### config.mk
export PLATFORM = sky130hd
export DESIGN_NAME = c499_ecc_encoder_stream_flat
export DESIGN_NICKNAME = d
export VERILOG_FILES = /design/src/rtl/c499_ecc_pkg.sv /design/src/rtl/c499_ecc_encoder_stream_if.sv /design/src/rtl/c499_pipe_stage.sv /design/src/rtl/c499_ecc_encoder_stream.sv /design/src/flat_wrapper.sv
export SDC_FILE = /design/constraint.sdc
export NUM_CORES = 1
export LEC_CHECK = 0
export CAP_MARGIN = 20
export CORE_AREA = 2 2 110 112
export CTS_CLUSTER_DIAMETER = 40
export DETAILED_ROUTE_END_ITERATION = 10
export DIE_AREA = 0 0 112 114
export GPL_ROUTABILITY_DRIVEN = 0
export GPL_TIMING_DRIVEN = 1
export PLACE_DENSITY = 0.79
export SYNTH_ARGS = -nofsm -noshare
export SYNTH_HDL_FRONTEND = slang
export SYNTH_SLANG_ARGS = --single-unit
### constraint.sdc
create_clock -name clk -period 1.9 [get_ports clk]
set_input_delay 0.38 -clock clk [delete_from_list [all_inputs] [get_ports clk]]
set_output_delay 0.38 -clock clk [all_outputs]
set_load 0.02 [all_outputs]
### src/rtl/c499_ecc_pkg.sv
// Shared types and the reference check-bit equations for the c499 32-bit SEC code.
package c499_ecc_pkg;

  localparam int DATA_W = 32;
  localparam int CHK_W  = 8;
  localparam logic [5:0] INJ_NONE = 6'd40;

  typedef logic [DATA_W-1:0] data_t;
  typedef logic [CHK_W-1:0]  chk_t;

  // Stage-1 payload: data plus the partial parities the check bits are built from.
  typedef struct packed {
    data_t      data;
    logic [7:0] nib_par;
    logic [7:0] stride_par;
    logic       inj_en;
    logic [5:0] inj_pos;
  } s1_t;

  typedef struct packed {
    data_t data;
    chk_t  check;
  } s2_t;

  function automatic chk_t ecc_check(input data_t d);
    chk_t c;
    c[0] = ^d[23:16] ^ d[0] ^ d[4] ^ d[8] ^ d[12];
    c[1] = ^d[31:24] ^ d[1] ^ d[5] ^ d[9] ^ d[13];
    c[2] = ^d[19:16] ^ ^d[27:24] ^ d[2] ^ d[6] ^ d[10] ^ d[14];
    c[3] = ^d[23:20] ^ ^d[31:28] ^ d[3] ^ d[7] ^ d[11] ^ d[15];
    c[4] = ^d[7:0] ^ d[16] ^ d[20] ^ d[24] ^ d[28];
    c[5] = ^d[15:8] ^ d[17] ^ d[21] ^ d[25] ^ d[29];
    c[6] = ^d[3:0] ^ ^d[11:8] ^ d[18] ^ d[22] ^ d[26] ^ d[30];
    c[7] = ^d[7:4] ^ ^d[15:12] ^ d[19] ^ d[23] ^ d[27] ^ d[31];
    return c;
  endfunction

endpackage

### src/rtl/c499_ecc_encoder_stream_if.sv
// Input and output streams of the c499 check-bit generator.
// Handshake: a word moves when valid & ready are both 1 on a rising edge; a
// producer holding valid with ready low keeps its payload stable, and valid
// may be withdrawn before a transfer takes place.
interface c499_ecc_encoder_stream_if;
  import c499_ecc_pkg::*;

  logic       in_valid;
  logic       in_ready;
  data_t      in_data;
  logic       inj_en;
  logic [5:0] inj_pos;
  logic       out_valid;
  logic       out_ready;
  data_t      out_data;
  chk_t       out_check;

  modport master (
    output in_valid, in_data, inj_en, inj_pos, out_ready,
    input  in_ready, out_valid, out_data, out_check
  );

  modport slave (
    input  in_valid, in_data, inj_en, inj_pos, out_ready,
    output in_ready, out_valid, out_data, out_check
  );
endinterface

### src/rtl/c499_pipe_stage.sv
// One valid/ready register slice; accepts whenever empty or draining this cycle.
module c499_pipe_stage #(
  parameter int W = 8
) (
  input  logic         clk,
  input  logic         rst,
  input  logic         in_valid,
  output logic         in_ready,
  input  logic [W-1:0] in_data,
  output logic         out_valid,
  input  logic         out_ready,
  output logic [W-1:0] out_data
);

  assign in_ready = !out_valid || out_ready;

  always_ff @(posedge clk) begin
    if (rst) begin
      out_valid <= 1'b0;
      out_data  <= '0;
    end else if (in_ready) begin
      out_valid <= in_valid;
      if (in_valid) out_data <= in_data;
    end
  end

endmodule

### src/rtl/c499_ecc_encoder_stream.sv
// Two-stage streaming SEC check-bit generator with optional single-bit fault injection.
module c499_ecc_encoder_stream
  import c499_ecc_pkg::*;
#(
  parameter int CNT_W      = 16,
  parameter bit INJ_ENABLE = 1'b1
) (
  input  logic                      clk,
  input  logic                      rst,
  c499_ecc_encoder_stream_if.slave  bus,
  output logic [CNT_W-1:0]          word_count
);

  s1_t        s1_d, s1_q;
  s2_t        s2_d, s2_q;
  logic       s1_valid;
  logic       s2_ready;
  chk_t       chk;
  data_t      flip_d;
  chk_t       flip_c;

  always_comb begin
    s1_d      = '0;
    s1_d.data = bus.in_data;
    for (int k = 0; k < 8; k++) s1_d.nib_par[k] = ^bus.in_data[4*k +: 4];
    for (int j = 0; j < 4; j++) begin
      s1_d.stride_par[j]   = bus.in_data[j] ^ bus.in_data[j+4] ^ bus.in_data[j+8] ^ bus.in_data[j+12];
      s1_d.stride_par[j+4] = bus.in_data[j+16] ^ bus.in_data[j+20] ^ bus.in_data[j+24] ^ bus.in_data[j+28];
    end
    s1_d.inj_en  = INJ_ENABLE ? bus.inj_en  : 1'b0;
    s1_d.inj_pos = INJ_ENABLE ? bus.inj_pos : INJ_NONE;
  end

  c499_pipe_stage #(.W($bits(s1_t))) u_s1 (
    .clk       (clk),
    .rst       (rst),
    .in_valid  (bus.in_valid),
    .in_ready  (bus.in_ready),
    .in_data   (s1_d),
    .out_valid (s1_valid),
    .out_ready (s2_ready),
    .out_data  (s1_q)
  );

  // Each check bit is two nibble parities plus one stride parity.
  always_comb begin
    chk[0] = s1_q.nib_par[4] ^ s1_q.nib_par[5] ^ s1_q.stride_par[0];
    chk[1] = s1_q.nib_par[6] ^ s1_q.nib_par[7] ^ s1_q.stride_par[1];
    chk[2] = s1_q.nib_par[4] ^ s1_q.nib_par[6] ^ s1_q.stride_par[2];
    chk[3] = s1_q.nib_par[5] ^ s1_q.nib_par[7] ^ s1_q.stride_par[3];
    chk[4] = s1_q.nib_par[0] ^ s1_q.nib_par[1] ^ s1_q.stride_par[4];
    chk[5] = s1_q.nib_par[2] ^ s1_q.nib_par[3] ^ s1_q.stride_par[5];
    chk[6] = s1_q.nib_par[0] ^ s1_q.nib_par[2] ^ s1_q.stride_par[6];
    chk[7] = s1_q.nib_par[1] ^ s1_q.nib_par[3] ^ s1_q.stride_par[7];
  end

  // Positions 0-31 hit data, 32-39 hit check bits, 40-63 hit nothing.
  always_comb begin
    flip_d = '0;
    flip_c = '0;
    if (s1_q.inj_en && !s1_q.inj_pos[5])
      flip_d = data_t'(1) << s1_q.inj_pos[4:0];
    if (s1_q.inj_en && s1_q.inj_pos[5:3] == 3'b100)
      flip_c = chk_t'(1) << s1_q.inj_pos[2:0];
    s2_d.data  = s1_q.data ^ flip_d;
    s2_d.check = chk ^ flip_c;
  end

  c499_pipe_stage #(.W($bits(s2_t))) u_s2 (
    .clk       (clk),
    .rst       (rst),
    .in_valid  (s1_valid),
    .in_ready  (s2_ready),
    .in_data   (s2_d),
    .out_valid (bus.out_valid),
    .out_ready (bus.out_ready),
    .out_data  (s2_q)
  );

  assign bus.out_data  = s2_q.data;
  assign bus.out_check = s2_q.check;

  always_ff @(posedge clk) begin
    if (rst)
      word_count <= '0;
    else if (bus.out_valid && bus.out_ready && word_count != {CNT_W{1'b1}})
      word_count <= word_count + CNT_W'(1);
  end

endmodule
### src/flat_wrapper.sv
// flat-port wrapper written by rule: the top's interface ports become plain ports
module c499_ecc_encoder_stream_flat import c499_ecc_pkg::*;
#(
  parameter int CNT_W      = 16,
  parameter bit INJ_ENABLE = 1'b1
)
  (clk, rst, word_count, bus_in_valid, bus_in_data, bus_inj_en, bus_inj_pos, bus_out_ready, bus_in_ready, bus_out_valid, bus_out_data, bus_out_check);
  c499_ecc_encoder_stream_if bus_i ();
  input  logic clk;
  input  logic rst;
  output logic [CNT_W-1:0] word_count;
  input wire logic [$bits(bus_i.in_valid)-1:0] bus_in_valid;
  input wire logic [$bits(bus_i.in_data)-1:0] bus_in_data;
  input wire logic [$bits(bus_i.inj_en)-1:0] bus_inj_en;
  input wire logic [$bits(bus_i.inj_pos)-1:0] bus_inj_pos;
  input wire logic [$bits(bus_i.out_ready)-1:0] bus_out_ready;
  output wire logic [$bits(bus_i.in_ready)-1:0] bus_in_ready;
  output wire logic [$bits(bus_i.out_valid)-1:0] bus_out_valid;
  output wire logic [$bits(bus_i.out_data)-1:0] bus_out_data;
  output wire logic [$bits(bus_i.out_check)-1:0] bus_out_check;
  assign bus_i.in_valid = bus_in_valid;
  assign bus_i.in_data = bus_in_data;
  assign bus_i.inj_en = bus_inj_en;
  assign bus_i.inj_pos = bus_inj_pos;
  assign bus_i.out_ready = bus_out_ready;
  assign bus_in_ready = bus_i.in_ready;
  assign bus_out_valid = bus_i.out_valid;
  assign bus_out_data = bus_i.out_data;
  assign bus_out_check = bus_i.out_check;
  c499_ecc_encoder_stream #(.CNT_W(CNT_W), .INJ_ENABLE(INJ_ENABLE)) u_core (.clk(clk), .rst(rst), .bus(bus_i), .word_count(word_count));
endmodule
# Word-level counts from Yosys, hierarchy flattened
# Cells that the tools add are included.
# op_classes
add_sub_neg	1
n_mul	0
n_div	0
magnitude_cmp	0
eq_ne	2
shift	2
n_mux	2
bitwise_logic	42
reduce_logical	19
# ops
operator	count
1-bit bitwise XOR	40
32-bit 2-to-1 mux	1
4-bit XOR reduction	8
1-bit by 5-bit left shift with 32-bit output (first input constant)	1
32-bit bitwise XOR	1
16-bit by 1-bit adder with 16-bit output (second input constant)	1
16-bit inequality test (second input constant)	1
8-bit 2-to-1 mux	1
1-bit by 3-bit left shift with 8-bit output (first input constant)	1
8-bit bitwise XOR	1
1-bit logical AND	4
2-bit AND reduction	2
3-bit equality test (second input constant)	1
1-bit zero test	3
1-bit logical OR	2
# totals
ff_bits	113
latch_bits	0
ramBits	0
romBits	0
input_bits	43
out_inout_bits	58
elab_cells	73
n_memories	0

# Depth between registers and ports, before layout
# Gate-level depths: netlist of run 1.
# logic_depth
ltp_word	4
mapped_depth	6
ltp_nobuf	5

# Cells and area by module
# From an unflattened synthesis of run 1, not the netlist that was laid out.
# unflattened
cells_unflattened	712
hier_area_um2	6379.9
# modules_own_cells
mod	instances	cells_per_inst	area_each_um2	seq_area_each_um2
c499_pipe_stage at u_core.u_s1	1	254	2409.8	1121.1
c499_ecc_encoder_stream	1	271	2044.5	320.3
c499_pipe_stage at u_core.u_s2	1	187	1925.6	820.8

# Worst setup path after synthesis of run 1
# No wires, ideal clock.
# synth_path
kind	register to register
from	register u_core.word_count[0]
to	register u_core.word_count[14]
setup_ns	0.070
arrival_time_ns	1.951
setup_slack_ns	-0.122
stages_incl_launch_ff	6
path_buffers	0
path_cell_list	dfxtp_1 -> ha_1 -> nand3_1 -> or4_4 -> or4_1 -> a21oi_1
# synth_between
elab_chain_len	2
# synth_rtl
element	line_no	source
from (decl)	c499_ecc_encoder_stream.sv:11	output logic [CNT_W-1:0] word_count
from (signal assigned)	c499_ecc_encoder_stream.sv:87	word_count <= word_count + CNT_W'(1);
parallel branches: the longest is 2 deep, another holds 16-bit by 1-bit adder with 16-bit output	-	
# Several ways; the timed one is not identified.
# A chain may end at the register's enable or synchronous reset.

# Final worst setup path of run 1
# layout_path
from	register u_core.word_count[7]
to	output word_count[7]
# layout_lines
element	line_no	source
to (decl)	flat_wrapper.sv:11	output logic [CNT_W-1:0] word_count;
# No word-level cell between the ends.

==> qor.yml, run 1 <==
status: "finished clean"
synthAdderAreaFrac_pct: 0.236
cpMaxStageDelayCell: "clkdlybuf4s50_1"
powerDensity_mw_per_mm2: 979
start_util_pct: 45.2
post-cts-setup-buffer-count: 0
synthArstFlopShare_pct: 0
hold_end: "u_core.u_s2.out_valid"
rrSetupSlack_ns: 0.06
synth_area_mm2: 0.00530
die-width_um: 112
synth_cells: 633
worst_slew_pin_slew_ns: 0.575
viasPerCell: 5.51
num_antenna_cells: 0
path_cells: "buf_4 > clkdlybuf4s50_1"
critical-path-top-delay-family: "buffers and inverters"
required_ns: 1.52
finClkSkew_ns: 0.0111
drt_iter0_drc: 371
ir_worst_vdd_uv: 626
crit_type: "register to primary output"
postRouteAntennaNets: 0
relSlewSlack_pct: 61.7
fillers: 953
remaining_drc_errors: 0
fmax_mhz: 537
syn-num-nets: 677
start_kind: "register"
cts_root_buffer: "clkbuf_16"
syn_avg_cell_area_um2: 8.37
hpwl_um: 10100
synth_edf_count: 0
drive_gt1_share_pct: 10.5
slowest_delay_ns: 0.61
die_height_um: 114
ys_seq_elements: 113
final_area_mm2: 0.00729
synth-xor-area-share_pct: 17.2
p_total_mw: 7.14
numCtsBuffers: 17
synth_area_leaders: "dfxtp_1, xnor2_1, a211oi_1"
mostFrequentLayoutCell: "dfxtp_1"
grt_pass1_vias: 4823
final_util_pct: 62.3
hold_path_class: "input pin to register"
hold_path_depth: 2
cap_viol_max_count: 0
r2r_start: "u_core.word_count[4]"
wl_per_cell_um: 16.3
firstDrtPassIters: 5
yosys_warnings: 0
arrival_ns: 1.48
grtUsageTotal_pct: 23.3
clock_latency_ns: 0.41
cts_max_path_buffers: 2
core_mm2: 0.0117
grt_setup_unrepaired: "false"
p_leak_nw: 2.53
place_area_mm2: 0.00663
end_kind: "primary output"
hold_violations: 0
placementRows: 40
synth-simple-area-share_pct: 21.2
hp-start: "rst"
finalSetupViolations: 0
port_buffers: 100
reg2reg_depth: 4
synth_cell_types: 37
dieArea_mm2: 0.0128
routed_wl_um: 14700
r2r-end: "u_core.word_count[15]"
min_period_over_period_pct: 98.1
grt_max_degree: 59
ys_seq_area_share_pct: 42.7
vias: 4963
whs_ns: 0.459
overflow: 0
crit_fanout: 6
io_pins: 101
cts_sinks: 113
yosys.area.top_type: "dfxtp_1"
ys.flop_type: "dfxtp_1"
synth_compound_area_share_pct: 14.5
clk_pin_slew_ns: 0.05
cts_tree: "built"
final_cell_mix: "dfxtp_1, nand2_1, clkdlybuf4s50_1"
synth_top_family_by_area: "simple AND/OR/NAND/NOR gates"
slew_violations: 0
synth.area.mux_share_pct: 0.827
yosys.area.top_type_share_pct: 42.7
syn_to_final_growth_pct: 37.7
critPathBufInv: 2
antenna_found_initial: 0
cts_htree_levels: 4
period_minus_slack_ns: 1.86
grt_pass1_wl_um: 23400
nets: 784
==> through the flow <==
stage	setup WS, ns	TNS, ns	instances
after detailed placement	-0.346	-10.66	868
final	0.0368	0	900
after floorplan	-0.0174	-0.0174	633
after global routing	0.000568	0	900
after CTS	0.0311	0	900
after global placement	-0.239	-6.03	868
==> final cells by class <==
type / count / area, µm² / share of cell area (%)
Sequential cell: 113 / 2270 / 31.1
Clock inverter: 9 / 151 / 2.08
Timing Repair Buffer: 128 / 1270 / 17.4
Multi-Input combinational cell: 473 / 2890 / 39.7
Tap cell: 147 / 184 / 2.52
Clock buffer: 23 / 498 / 6.83
Inverter: 7 / 26.3 / 0.360
==> layer usage <==
layer	wire, µm	global-route usage (%)	part of all wire (%)	vias up
met3	984	5.74	6.7	41
met4	472	9.76	3.2	0
met2	7050	39.5	48	190
li1	-	-	-	2368
met5	0	0	0	-
met1	6190	28.6	42	2364
==> cell usage after synthesis (2+ instances only) <==
library cell and instances:
nand3b_1 4, a21oi_1 51, nor3b_1 3, dfxtp_1 113, nor2b_1 5, xnor2_1 82
or3_1 3, nand2_1 106, nand4_1 4, nor2_1 85, and4bb_2 2, nor4_1 2
a211oi_1 57, nand3_1 7, or4_4 2, nor3_1 3, o21ai_0 3, o31ai_1 7
mux2_2 3, inv_1 7, clkbuf_1 39, nand4bb_1 3, or4_1 7, xor2_1 22
==> sequential cells by signal, indices dropped and copies added, names as in the netlist <==
name and cells:
u_core.u_s1.out_data 55, u_core.u_s1.out_valid 1, u_core.u_s2.out_data 40, u_core.u_s2.out_valid 1
u_core.word_count 16
==> power breakdown <==
group	total, mW	leakage [nW]	internal [mW]	switching (mW)
Clock	3.46	0.319	2.36	1.09
Combinational	1.05	1.28	0.509	0.538
Sequential	2.64	0.932	2.52	0.117
==> how the worst max path moves through the flow <==
stage	from	end	slack, ns	cells past startpoint
after detailed placement	bus_out_ready	u_core.word_count[15]	-0.35	5
after global routing	u_core.word_count[7]	word_count[7]	0.0006	2
after global placement	bus_out_ready	u_core.word_count[15]	-0.24	5
final	u_core.word_count[7]	word_count[7]	0.04	2
after floorplan	u_core.word_count[0]	u_core.word_count[14]	-0.02	5
after CTS	u_core.word_count[6]	word_count[6]	0.03	1
==> timing repair <==
action                     4_1_cts  5_1_grt
hold buffers                     0        0
pin swaps                        0        1
setup endpoints to repair        4        4
resized for setup                4        6
==> logic make-up (layout without fill, tap and decap cells) <==
family | Yosys count | in the layout
buffers and inverters | 47 | 167
AO/OA/AOI/OAI | 120 | 120
flip-flops | 113 | 113
adder cells (fa/ha/maj) | 1 | 1
multiplexers | 4 | 4
XOR/XNOR | 104 | 104
AND/OR/NAND/NOR | 244 | 244
Power figures use the tool's default switching activity.
==> inputs of run 2 (changes only) <==
--- a/config.mk
+++ b/config.mk
@@ -13,6 +13,7 @@
 export GPL_ROUTABILITY_DRIVEN = 0
 export GPL_TIMING_DRIVEN = 1
 export PLACE_DENSITY = 0.79
+export SLEW_MARGIN = 40
 export SYNTH_ARGS = -nofsm -noshare
 export SYNTH_HDL_FRONTEND = slang
 export SYNTH_SLANG_ARGS = --single-unit
==> results of run 2 <==
The final DEF is identical to that of run 1; final timing and power are the same.
==> inputs of run 3 (changes only) <==
--- a/config.mk
+++ b/config.mk
@@ -13,6 +13,7 @@
 export GPL_ROUTABILITY_DRIVEN = 0
 export GPL_TIMING_DRIVEN = 1
 export PLACE_DENSITY = 0.79
+export SETUP_SLACK_MARGIN = 0.2
 export SLEW_MARGIN = 40
 export SYNTH_ARGS = -nofsm -noshare
 export SYNTH_HDL_FRONTEND = slang
==> run 3 against run 2 <==
  * Non-clock buffer count increased by 2
  * Wire length is 2.9% lower
  * Clock power shrank 11%
  * Count of clock-buffer cells in the layout decreased by 2
  * Total power shrank 6.3%
  * Sequential share of layout area is 0.62 points higher
  * Via count shrank 0.73%
  * Die area did not move
  * Core utilization down 0.20 points
  * Combinational power decreased by 6%
==> qor.yml, run 3 (synthesis gave the netlist of run 1 again) <==
end_kind: "register"
powerDensity_mw_per_mm2: 920  # -6.0%
clk_pin_slew_ns: 0.05  # about the same
grt.busiest_layer: "met2"
top_regs: "u_core.u_s1.out_data x55, u_core.u_s2.out_data x40, u_core.word_count x16"
grtUsageTotal_pct: 22.5  # -0.80 points
whs_ns: 0.338  # -0.120 ns
finClkSkew_ns: 0.00716  # -0.00389 ns
r2r-end: "u_core.word_count[14]"
fillers: 968  # +1.6%
viasPerCell: 5.47  # -0.84%
p_leak_nw: 2.76  # +9.4%
drive_gt1_share_pct: 12.9  # +2.4 points
reg2reg_depth: 4  # unchanged
dp_slack_ns: -0.396  # -0.0497 ns
mostFrequentLayoutCell: "nand2_1"
period_minus_slack_ns: 1.73  # -0.131 ns
die-width_um: 112  # unchanged
status: "finished clean"
wl_per_cell_um: 15.8  # -3.1%
syn_to_final_growth_pct: 37.3
worst_slew_pin_slew_ns: 0.560  # -0.0143 ns
core_mm2: 0.0117  # unchanged
cts_sinks: 113  # unchanged
start_util_pct: 45.2  # unchanged
fmax_mhz: 577  # +7.5%
finalSetupViolations: 0  # unchanged
hp-start: "rst"
routed_wl_um: 14300  # -2.9%
placementRows: 40  # unchanged
postLayoutSetupSlackWorst_ns: 0.168  # +0.131 ns
cts_htree_levels: 4  # unchanged
p_total_mw: 6.69  # -6.3%
tns_ns: 0  # unchanged
nets: 786  # +0.26%
cap_viol_max_count: 0  # unchanged
relSlewSlack_pct: 62.6  # +0.88 points
remaining_drc_errors: 0  # unchanged
min_period_over_period_pct: 91.2  # -6.9 points
crit_type: "register to register"
hpwl_um: 9800  # -3.0%
grt_util_met3_pct: 5.31  # -0.43 points
regMostFlops: "u_core.u_s1.out_data"
numCtsBuffers: 17  # unchanged
hold_end: "u_core.word_count[5]"
cts_tree: "built"
place_area_mm2: 0.00664  # +0.17%
largest_reg_flops: 55  # unchanged
hold_violations: 0  # unchanged
antenna_found_initial: 0  # unchanged
arrival_ns: 2.06  # +0.58 ns
grt_max_degree: 96  # +63%
required_ns: 2.23  # +0.71 ns
num_antenna_cells: 0  # unchanged
firstDrtPassIters: 5  # unchanged
final_util_pct: 62.1  # -0.20 points
io_pins: 101  # unchanged
port_buffers: 100  # unchanged
grt_setup_unrepaired: "true"
start_kind: "register"
postRouteAntennaNets: 0  # unchanged
cts_max_path_buffers: 2  # unchanged
grt_util_met1_pct: 28.1  # -0.51 points
r2r_start: "u_core.word_count[3]"
hold_path_depth: 2  # unchanged
ir_worst_vdd_uv: 558  # -11%
clock_latency_ns: 0.41  # about the same
slew_violations: 0  # unchanged
rrSetupSlack_ns: 0.17  # +0.11 ns
met2_usage_pct: 36.5  # -3.0 points
hold_path_class: "input pin to register"
post-place-cells: 860  # -0.92%
dieArea_mm2: 0.0128  # unchanged
cts_root_buffer: "clkbuf_16"
drt_iter0_drc: 457  # +23%
crit_fanout: 6  # unchanged
grt_pass1_vias: 4624  # -4.1%
finalNonFillerCells: 901  # +0.11%
die_height_um: 114  # unchanged
grt_pass1_wl_um: 22800  # -2.7%
final_cell_mix: "nand2_1, dfxtp_1, nor2_1"
vias: 4927  # -0.73%
final_area_mm2: 0.00727  # -0.33%
overflow: 0  # unchanged
[run 3: cell types whose count changed in the layout (fill, tap and decap cells not counted), sizes merged]
cell,delta
buf,+2
bufinv,-2
clkbuf,-2
clkdlybuf4s15,-1
clkdlybuf4s50,-55
clkinvlp,+2
dlygate4sd2,+57
dlymetal6s2s,-1
inv,+1
[run 3: layout make-up]
class	count	area [µm²]	share of cell area, %
clock buffer	21	470	6.47
multi-input combinational	473	2960	40.7
clock inverter	10	109	1.50
sequential	113	2310	31.7
tap	147	184	2.53
inverter	7	26.3	0.361
timing repair buffer	130	1210	16.7
[run 3: what timing repair did]
item	CTS	global route
endpoints found under the setup margin	65	11
resized for setup	64	11
setup buffers	6	4
hold buffers	0	0
pin swaps	3	7
[run 3: routing by layer]
metal  share of wire, %  up-vias
met5                  0        -
met4                3.9        0
met3                7.1       49
met2                 47      214
met1                 42     2291
li1                   -     2373
[run 3: critical path, stage by stage (launching register included)]
cell,delay [ns]
dfxtp_4,0.36
nand4_4,0.12
or4_4,0.59
or4_4,0.44
a21oi_2,0.14
[run 3: worst max-delay path by stage]
stage	start	to	slack [ns]	cells past startpoint
finish	u_core.word_count[3]	u_core.word_count[14]	0.17	4
detailed placement	bus_out_ready	u_core.word_count[15]	-0.40	5
CTS	u_core.word_count[2]	u_core.word_count[14]	0.18	4
floorplan	u_core.word_count[0]	u_core.word_count[14]	0.16	5
global placement	bus_out_ready	u_core.word_count[15]	-0.28	5
global route	u_core.word_count[4]	u_core.word_count[9]	0.13	5
[run 3: power breakdown]
group	internal (mW)	total (mW)	switching, mW
clock	2.01	3.08	1.07
sequential	2.51	2.62	0.112
combinational	0.461	0.986	0.525
total	4.98	6.69	1.71
